`config.mk`:
```
export PLATFORM = sky130hd
export DESIGN_NAME = ex_alu_unit
export DESIGN_NICKNAME = d
export VERILOG_FILES = /design/src/rtl/alu_pkg.sv /design/src/rtl/alu_core.sv /design/src/rtl/ex_alu_unit.sv
export SDC_FILE = /design/constraint.sdc
export NUM_CORES = 1
export LEC_CHECK = 0
export CORE_MARGIN = 4
export CORE_UTILIZATION = 30
export DETAILED_ROUTE_END_ITERATION = 7
export HOLD_SLACK_MARGIN = 0.03
export PLACE_DENSITY = 0.47
export SLEW_MARGIN = 20
export SYNTH_ARGS = -nofsm -noshare
export SYNTH_HDL_FRONTEND = slang
export SYNTH_SLANG_ARGS = --single-unit
```
`constraint.sdc`:
```
create_clock -name clk -period 4.9 [get_ports clk]
set_input_delay 0.98 -clock clk [delete_from_list [all_inputs] [get_ports clk]]
set_output_delay 0.98 -clock clk [all_outputs]
set_load 0.02 [all_outputs]
```
`src/rtl/alu_pkg.sv`:
```
// Shared types for the execute-stage ALU: control word layout, opcode/funct3 encodings, FSM states.
// Optional build macro SERIAL_SHIFT_EN selects the bit-serial shifter in ex_alu_unit.
package alu_pkg;

  localparam logic [1:0] ALU_OP_ARITH  = 2'b00;
  localparam logic [1:0] ALU_OP_BRANCH = 2'b01;

  localparam logic [2:0] F3_ADD  = 3'b000;
  localparam logic [2:0] F3_SLL  = 3'b001;
  localparam logic [2:0] F3_SLT  = 3'b010;
  localparam logic [2:0] F3_SLTU = 3'b011;
  localparam logic [2:0] F3_XOR  = 3'b100;
  localparam logic [2:0] F3_SR   = 3'b101;
  localparam logic [2:0] F3_OR   = 3'b110;
  localparam logic [2:0] F3_AND  = 3'b111;

  localparam logic [2:0] F3_BEQ  = 3'b000;
  localparam logic [2:0] F3_BNE  = 3'b001;
  localparam logic [2:0] F3_BLT  = 3'b100;
  localparam logic [2:0] F3_BGE  = 3'b101;
  localparam logic [2:0] F3_BLTU = 3'b110;
  localparam logic [2:0] F3_BGEU = 3'b111;

  typedef struct packed {
    logic [1:0] alu_op;
    logic       funct7_5;
    logic [2:0] funct3;
  } alu_ctrl_t;

  typedef enum logic {
    ST_IDLE  = 1'b0,
    ST_SHIFT = 1'b1
  } state_t;

  function automatic logic is_shift(input alu_ctrl_t c);
    return (c.alu_op == ALU_OP_ARITH) && ((c.funct3 == F3_SLL) || (c.funct3 == F3_SR));
  endfunction

endpackage

```
`src/rtl/alu_core.sv`:
```
// Combinational ALU result and branch evaluation. With SERIAL_SHIFT_EN the shifter only
// handles amounts 0/1; longer shifts are iterated by ex_alu_unit.
module alu_core
  import alu_pkg::*;
#(
  parameter int XLEN = 32
) (
  input  alu_ctrl_t         ctrl_i,
  input  logic [XLEN-1:0]   a_i,
  input  logic [XLEN-1:0]   b_i,
  output logic [XLEN-1:0]   result_o,
  output logic              branch_taken_o
);

  localparam int SHW = $clog2(XLEN);

  logic [SHW-1:0] shamt;
  logic           lt_s;
  logic           lt_u;
  logic           eq;

`ifdef SERIAL_SHIFT_EN
  assign shamt = SHW'(b_i[0]);
`else
  assign shamt = b_i[SHW-1:0];
`endif

  assign lt_s = $signed(a_i) < $signed(b_i);
  assign lt_u = a_i < b_i;
  assign eq   = a_i == b_i;

  // NOTE: every output gets a default first so no path through the case infers a latch.
  always_comb begin
    result_o       = '0;
    branch_taken_o = 1'b0;
    if (ctrl_i.alu_op == ALU_OP_ARITH) begin
      unique case (ctrl_i.funct3)
        F3_ADD:  result_o = ctrl_i.funct7_5 ? (a_i - b_i) : (a_i + b_i);
        F3_SLL:  result_o = a_i << shamt;
        F3_SLT:  result_o = XLEN'(lt_s);
        F3_SLTU: result_o = XLEN'(lt_u);
        F3_XOR:  result_o = a_i ^ b_i;
        F3_SR:   result_o = ctrl_i.funct7_5 ? XLEN'($signed(a_i) >>> shamt) : (a_i >> shamt);
        F3_OR:   result_o = a_i | b_i;
        F3_AND:  result_o = a_i & b_i;
        default: result_o = '0;
      endcase
    end else if (ctrl_i.alu_op == ALU_OP_BRANCH) begin
      unique case (ctrl_i.funct3)
        F3_BEQ:  branch_taken_o = eq;
        F3_BNE:  branch_taken_o = !eq;
        F3_BLT:  branch_taken_o = lt_s;
        F3_BGE:  branch_taken_o = !lt_s;
        F3_BLTU: branch_taken_o = lt_u;
        F3_BGEU: branch_taken_o = !lt_u;
        default: branch_taken_o = 1'b0;
      endcase
    end
  end

endmodule

```
`src/rtl/ex_alu_unit.sv`:
```
// Execute-stage ALU with valid/ready handshake, output register and optional bit-serial
// shifter (build macro SERIAL_SHIFT_EN); alu_core supplies the combinational datapath.
module ex_alu_unit
  import alu_pkg::*;
#(
  parameter int XLEN = 32
) (
  input  logic            clk,
  input  logic            rst_n,
  input  logic            in_valid,
  output logic            in_ready,
  input  logic [5:0]      alu_control,
  input  logic [XLEN-1:0] operand_a,
  input  logic [XLEN-1:0] operand_b,
  input  logic [4:0]      rd_addr,
  input  logic            flush,
  output logic            out_valid,
  input  logic            out_ready,
  output logic [XLEN-1:0] result,
  output logic            branch_taken,
  output logic [4:0]      out_rd_addr
);

  localparam int SHW = $clog2(XLEN);

  alu_ctrl_t       ctrl;
  logic [XLEN-1:0] core_result;
  logic            core_bt;
  logic [SHW-1:0]  shamt;
  logic            accept;
  logic            start_serial;

  state_t          state_q, state_d;
  logic [SHW-1:0]  cnt_q, cnt_d;
  logic [XLEN-1:0] sh_val_q, sh_val_d;
  logic            sh_right_q, sh_right_d;
  logic            sh_arith_q, sh_arith_d;
  logic [4:0]      sh_rd_q, sh_rd_d;
  logic            out_valid_q, out_valid_d;
  logic [XLEN-1:0] result_q, result_d;
  logic            bt_q, bt_d;
  logic [4:0]      rd_q, rd_d;
  logic            rdy_q;

  function automatic logic [XLEN-1:0] shift_one(input logic [XLEN-1:0] v,
                                                input logic right, input logic arith);
    if (!right) return {v[XLEN-2:0], 1'b0};
    return {arith & v[XLEN-1], v[XLEN-1:1]};
  endfunction

  assign ctrl  = alu_ctrl_t'(alu_control);
  assign shamt = operand_b[SHW-1:0];

  alu_core #(.XLEN(XLEN)) u_core (
    .ctrl_i         (ctrl),
    .a_i            (operand_a),
    .b_i            (operand_b),
    .result_o       (core_result),
    .branch_taken_o (core_bt)
  );

`ifdef SERIAL_SHIFT_EN
  assign start_serial = is_shift(ctrl) && (shamt > SHW'(1));
`else
  assign start_serial = 1'b0;
`endif

  // rdy_q keeps in_ready low during reset and for the first cycle after release.
  assign in_ready = rdy_q && (state_q == ST_IDLE) && !flush && (!out_valid_q || out_ready);
  assign accept   = in_valid && in_ready;

  always_comb begin
    state_d     = state_q;
    cnt_d       = cnt_q;
    sh_val_d    = sh_val_q;
    sh_right_d  = sh_right_q;
    sh_arith_d  = sh_arith_q;
    sh_rd_d     = sh_rd_q;
    out_valid_d = out_valid_q;
    result_d    = result_q;
    bt_d        = bt_q;
    rd_d        = rd_q;

    if (flush) begin
      out_valid_d = 1'b0;
      state_d     = ST_IDLE;
      cnt_d       = '0;
    end else begin
      if (out_valid_q && out_ready) out_valid_d = 1'b0;

      if (accept) begin
        if (start_serial) begin
          // The first bit moves on the accept edge, so amount-1 steps remain.
          state_d     = ST_SHIFT;
          cnt_d       = shamt - SHW'(1);
          sh_right_d  = ctrl.funct3[2];
          sh_arith_d  = ctrl.funct7_5;
          sh_val_d    = shift_one(operand_a, ctrl.funct3[2], ctrl.funct7_5);
          sh_rd_d     = rd_addr;
          out_valid_d = 1'b0;
        end else begin
          result_d    = core_result;
          bt_d        = core_bt;
          rd_d        = rd_addr;
          out_valid_d = 1'b1;
        end
      end else if (state_q == ST_SHIFT) begin
        if (cnt_q == SHW'(1)) begin
          result_d    = shift_one(sh_val_q, sh_right_q, sh_arith_q);
          bt_d        = 1'b0;
          rd_d        = sh_rd_q;
          out_valid_d = 1'b1;
          state_d     = ST_IDLE;
          cnt_d       = '0;
        end else begin
          sh_val_d = shift_one(sh_val_q, sh_right_q, sh_arith_q);
          cnt_d    = cnt_q - SHW'(1);
        end
      end
    end
  end

  // NOTE: sequential state uses non-blocking assignments so all flops update from pre-edge values.
  always_ff @(posedge clk or negedge rst_n) begin
    if (!rst_n) begin
      state_q     <= ST_IDLE;
      cnt_q       <= '0;
      sh_val_q    <= '0;
      sh_right_q  <= 1'b0;
      sh_arith_q  <= 1'b0;
      sh_rd_q     <= '0;
      out_valid_q <= 1'b0;
      result_q    <= '0;
      bt_q        <= 1'b0;
      rd_q        <= '0;
      rdy_q       <= 1'b0;
    end else begin
      state_q     <= state_d;
      cnt_q       <= cnt_d;
      sh_val_q    <= sh_val_d;
      sh_right_q  <= sh_right_d;
      sh_arith_q  <= sh_arith_d;
      sh_rd_q     <= sh_rd_d;
      out_valid_q <= out_valid_d;
      result_q    <= result_d;
      bt_q        <= bt_d;
      rd_q        <= rd_d;
      rdy_q       <= 1'b1;
    end
  end

  assign out_valid    = out_valid_q;
  assign result       = result_q;
  assign branch_taken = bt_q;
  assign out_rd_addr  = rd_q;

endmodule

```
==> results.md <==
* Chip width at 198 um
* Final hold vios at 0
* Max-Cap Viols at 0
* #FFs+latches synth at 46
* R2r setup slk at 2.05 ns
* Area delta synth->final at 16.8%
* Total die area at 39000 um^2
* Gate power share at 63.8%
* TritonRoute pass-1 iters at 6
* ANT cells at 0
* Worst reg2reg endpoint: result[28]
* Power Dens Cells at 178 nW/um^2
* Pleak at 0.00523 uW
* Seq pwr share at 19.4%
* CTS tree: built
* Commonest non-fill, non-tap cells in the layout: 175 x nor2_1, 163 x a21oi_1, 147 x o21ai_0
* CP endpoint: branch_taken
* CTS Root Cell: clkbuf_16
* I/O pins at 120
* Critical path arrival at 4.65 ns
* Final total power at 2240 uW
* Post-synthesis cell count at 1476
* Post-route ant nets at 0
* Initial DRC count at 1514
* Mean cell area of the mapped netlist at 7.31 um^2
* Largest net degree at the start of global routing at 75
* HPWL after DPL at 41.1 mm
* Clock buffer count from CTS at 5
* Final Skew at 0.0184 ns
* Count of flip-flops with a built-in enable after synthesis at 0
* Pint at 1130 uW
* Commonest non-fill, non-tap cell in the layout: nor2_1
* Final instance area at 12600 um^2
* Area after DPL at 12400 um^2
* R2R depth at 7
* Slew margin rel. at 35.2%
* Clock transition at the registers of the reported paths at 0.08 ns
* NetSw at 1110 uW
* Max-slew violations at 0
* Post-synthesis sequential area ratio at 10.7%
* Worst VDD drop at 192 uV
* Status: finished, final reports clean
* Worst path required time at 5.09 ns
* Crit end category: flip-flop
* Initial Utilization at 30.4%
* Total nets after synthesis at 1657
* Worst Tran Pin Value at 0.948 ns
* Period Utilization, post-route at 90.9%
* # fillers at 3851
* IO Port Bufs at 119
* Core footprint at 35500 um^2
* Post-synthesis cell area at 10800 um^2
* Post-Route WL at 52.0 mm
* DR vias at 12396
* Distinct cells, synth at 93
* Setup_tns at 0 ns
* Number of H-tree levels at 2
* Critical path startpoint category: primary input
* Worst Hold Class: flip-flop to flip-flop
* Per-cell routed wire length at 25.8 um
* Global-route wire length before repair at 76.9 mm
* Number of gates resized after cts at 0
* Grt total ovfl at 0
* Num rows at 69
* Final Wtd Congestion at 0.979
* Ys async rst share at 100%
* Top cell type's share of synthesized area at 11.5%
* Sw frac at 49.5%
* Crit-path max FO at 11
* Hold Slack at 0.467 ns
* Clock Tree Buf Depth at 2
* RSZ-0062 raised after global routing: false
* Die H at 198 um
* Synth area leader: ha_1
* Critical Path Start: operand_a[16]
* Initial antenna violation count at 1
* Highest Clock Rate at 225 MHz
* Final setup viols at 0
* Path type of the worst setup path: primary input to flip-flop
* CTS sink count at 46
* Fraction of layout instances using a drive strength above 1 at 11.6%
* Total GRT Usage at 25.8%
* DRC errors left at 0
* Vias/cell at 6.14
* Final net count at 1738
* Clock share of power at 16.8%
* Synth Flop Type: dfrtp_1
* Synth top area cells: ha_1 11%, mux4_2 11%, dfrtp_1 11%
* Post-layout minimum cycle time at 4.45 ns
* Hold-fix buffers at CTS at 0
* Number of global-route vias before repair at 11559
* Post-CTS Setup Bufs at 0
* Clk Latency, worst-skew pair at 0.33 ns
* Ys Warns at 0
* Worst r2r src: state_q
[worst min path at each step]
| stage | startpoint | endpoint | cells after the start |
|---|---|---|---|
| after CTS | result[13] | result[13] | 2 |
| after global placement | result[14] | result[14] | 2 |
| after detailed placement | result[13] | result[13] | 2 |
| final | result[14] | result[14] | 2 |
| after global routing | cnt_q[4] | cnt_q[4] | 1 |
| after floorplan | cnt_q[4] | cnt_q[4] | 1 |
[metrics by stage]
step / utilization [%] / std cells / worst slack, ns
final: 35.5 / 2019 / 0.448
after global routing: 35.5 / 2019 / 0.306
after CTS: 35.5 / 2019 / 0.567
after detailed placement: 35.1 / 2011 / 0.268
after global placement: 35.1 / 2011 / 0.269
after floorplan: - / 1476 / 1.01
[cells in the mapped netlist (all sizes together) (6+ instances only)]
cell    number
a211oi      28
a21o        16
a21oi      167
a221oi      18
a22o         7
a22oi        9
a31oi       12
a32o         6
and2         8
buf         34
clkbuf      77
dfrtp       46
ha          99
inv        110
mux2         8
mux2i       43
mux4        53
nand2      128
nand2b       9
nand3       22
nand4        9
nor2       177
nor2b        7
nor3        35
nor4         9
o211ai      19
o21ai      154
o221ai      20
o22ai        8
o31ai       15
or2          7
or3          7
or4          6
xnor2       25
[cells by family (layout without fill, tap and decap cells)]
| kind of cell | after synthesis | count (layout) | share of synthesized area, % |
|---|---|---|---|
| AO/OA/AOI/OAI | 536 | 536 | 31.8 |
| AND/OR/NAND/NOR | 438 | 438 | 18.1 |
| buffers and inverters | 222 | 304 | 9.35 |
| multiplexers | 104 | 104 | 15.9 |
| adder cells (fa/ha/maj) | 101 | 101 | 11.9 |
| flip-flops | 46 | 46 | 10.7 |
| XOR/XNOR | 28 | 28 | 2.27 |
| other | 1 | 1 | 0.0348 |
[power by group through the flow]
| stage | Clock, uW | Combinational (uW) | Sequential (uW) |
|---|---|---|---|
| CTS | 386 | 1400 | 436 |
| floorplan | 0 | 809 | 473 |
| detailed placement | 0 | 1390 | 444 |
| global route | 397 | 1530 | 440 |
| finish | 377 | 1430 | 436 |
| global placement | 0 | 1400 | 442 |
[layout make-up]
cell class / instances / area, um^2 / area share (%)
timing repair buffer: 185 / 1660 / 13.2
clock buffer: 5 / 125 / 0.994
sequential: 46 / 1150 / 9.14
multi-input combinational: 1208 / 8640 / 68.6
tap: 461 / 577 / 4.58
clock inverter: 3 / 23.8 / 0.189
inverter: 111 / 417 / 3.31
[flip-flops by register name, summed over array words and instances (netlist names)]
register,flops
branch_taken,1
result,32
out_rd_addr,5
rdy_q,1
cnt_q,5
out_valid,1
state_q,1
[routing by layer]
metal | wire length (um) | part of all wire [%] | track usage [%] | vias to the layer above
met5 | 7 | 0.013 | 0 | -
met4 | 1340 | 2.6 | 5.99 | 2
met3 | 5480 | 11 | 6.48 | 84
met2 | 22300 | 43 | 38.9 | 688
met1 | 22900 | 44 | 37.0 | 6024
li1 | - | - | - | 5598
[worst max-delay path: stages]
cell             delay, ns
clkdlybuf4s50_1       0.70
inv_1                 0.09
ha_1                  0.42
nor3_1                0.45
nand4_1               0.26
or4_1                 0.52
o22ai_1               0.38
a21oi_1               0.20
xnor2_1               0.17
a22oi_1               0.35
o21ai_1               0.11
Power figures use the tool's default switching activity.
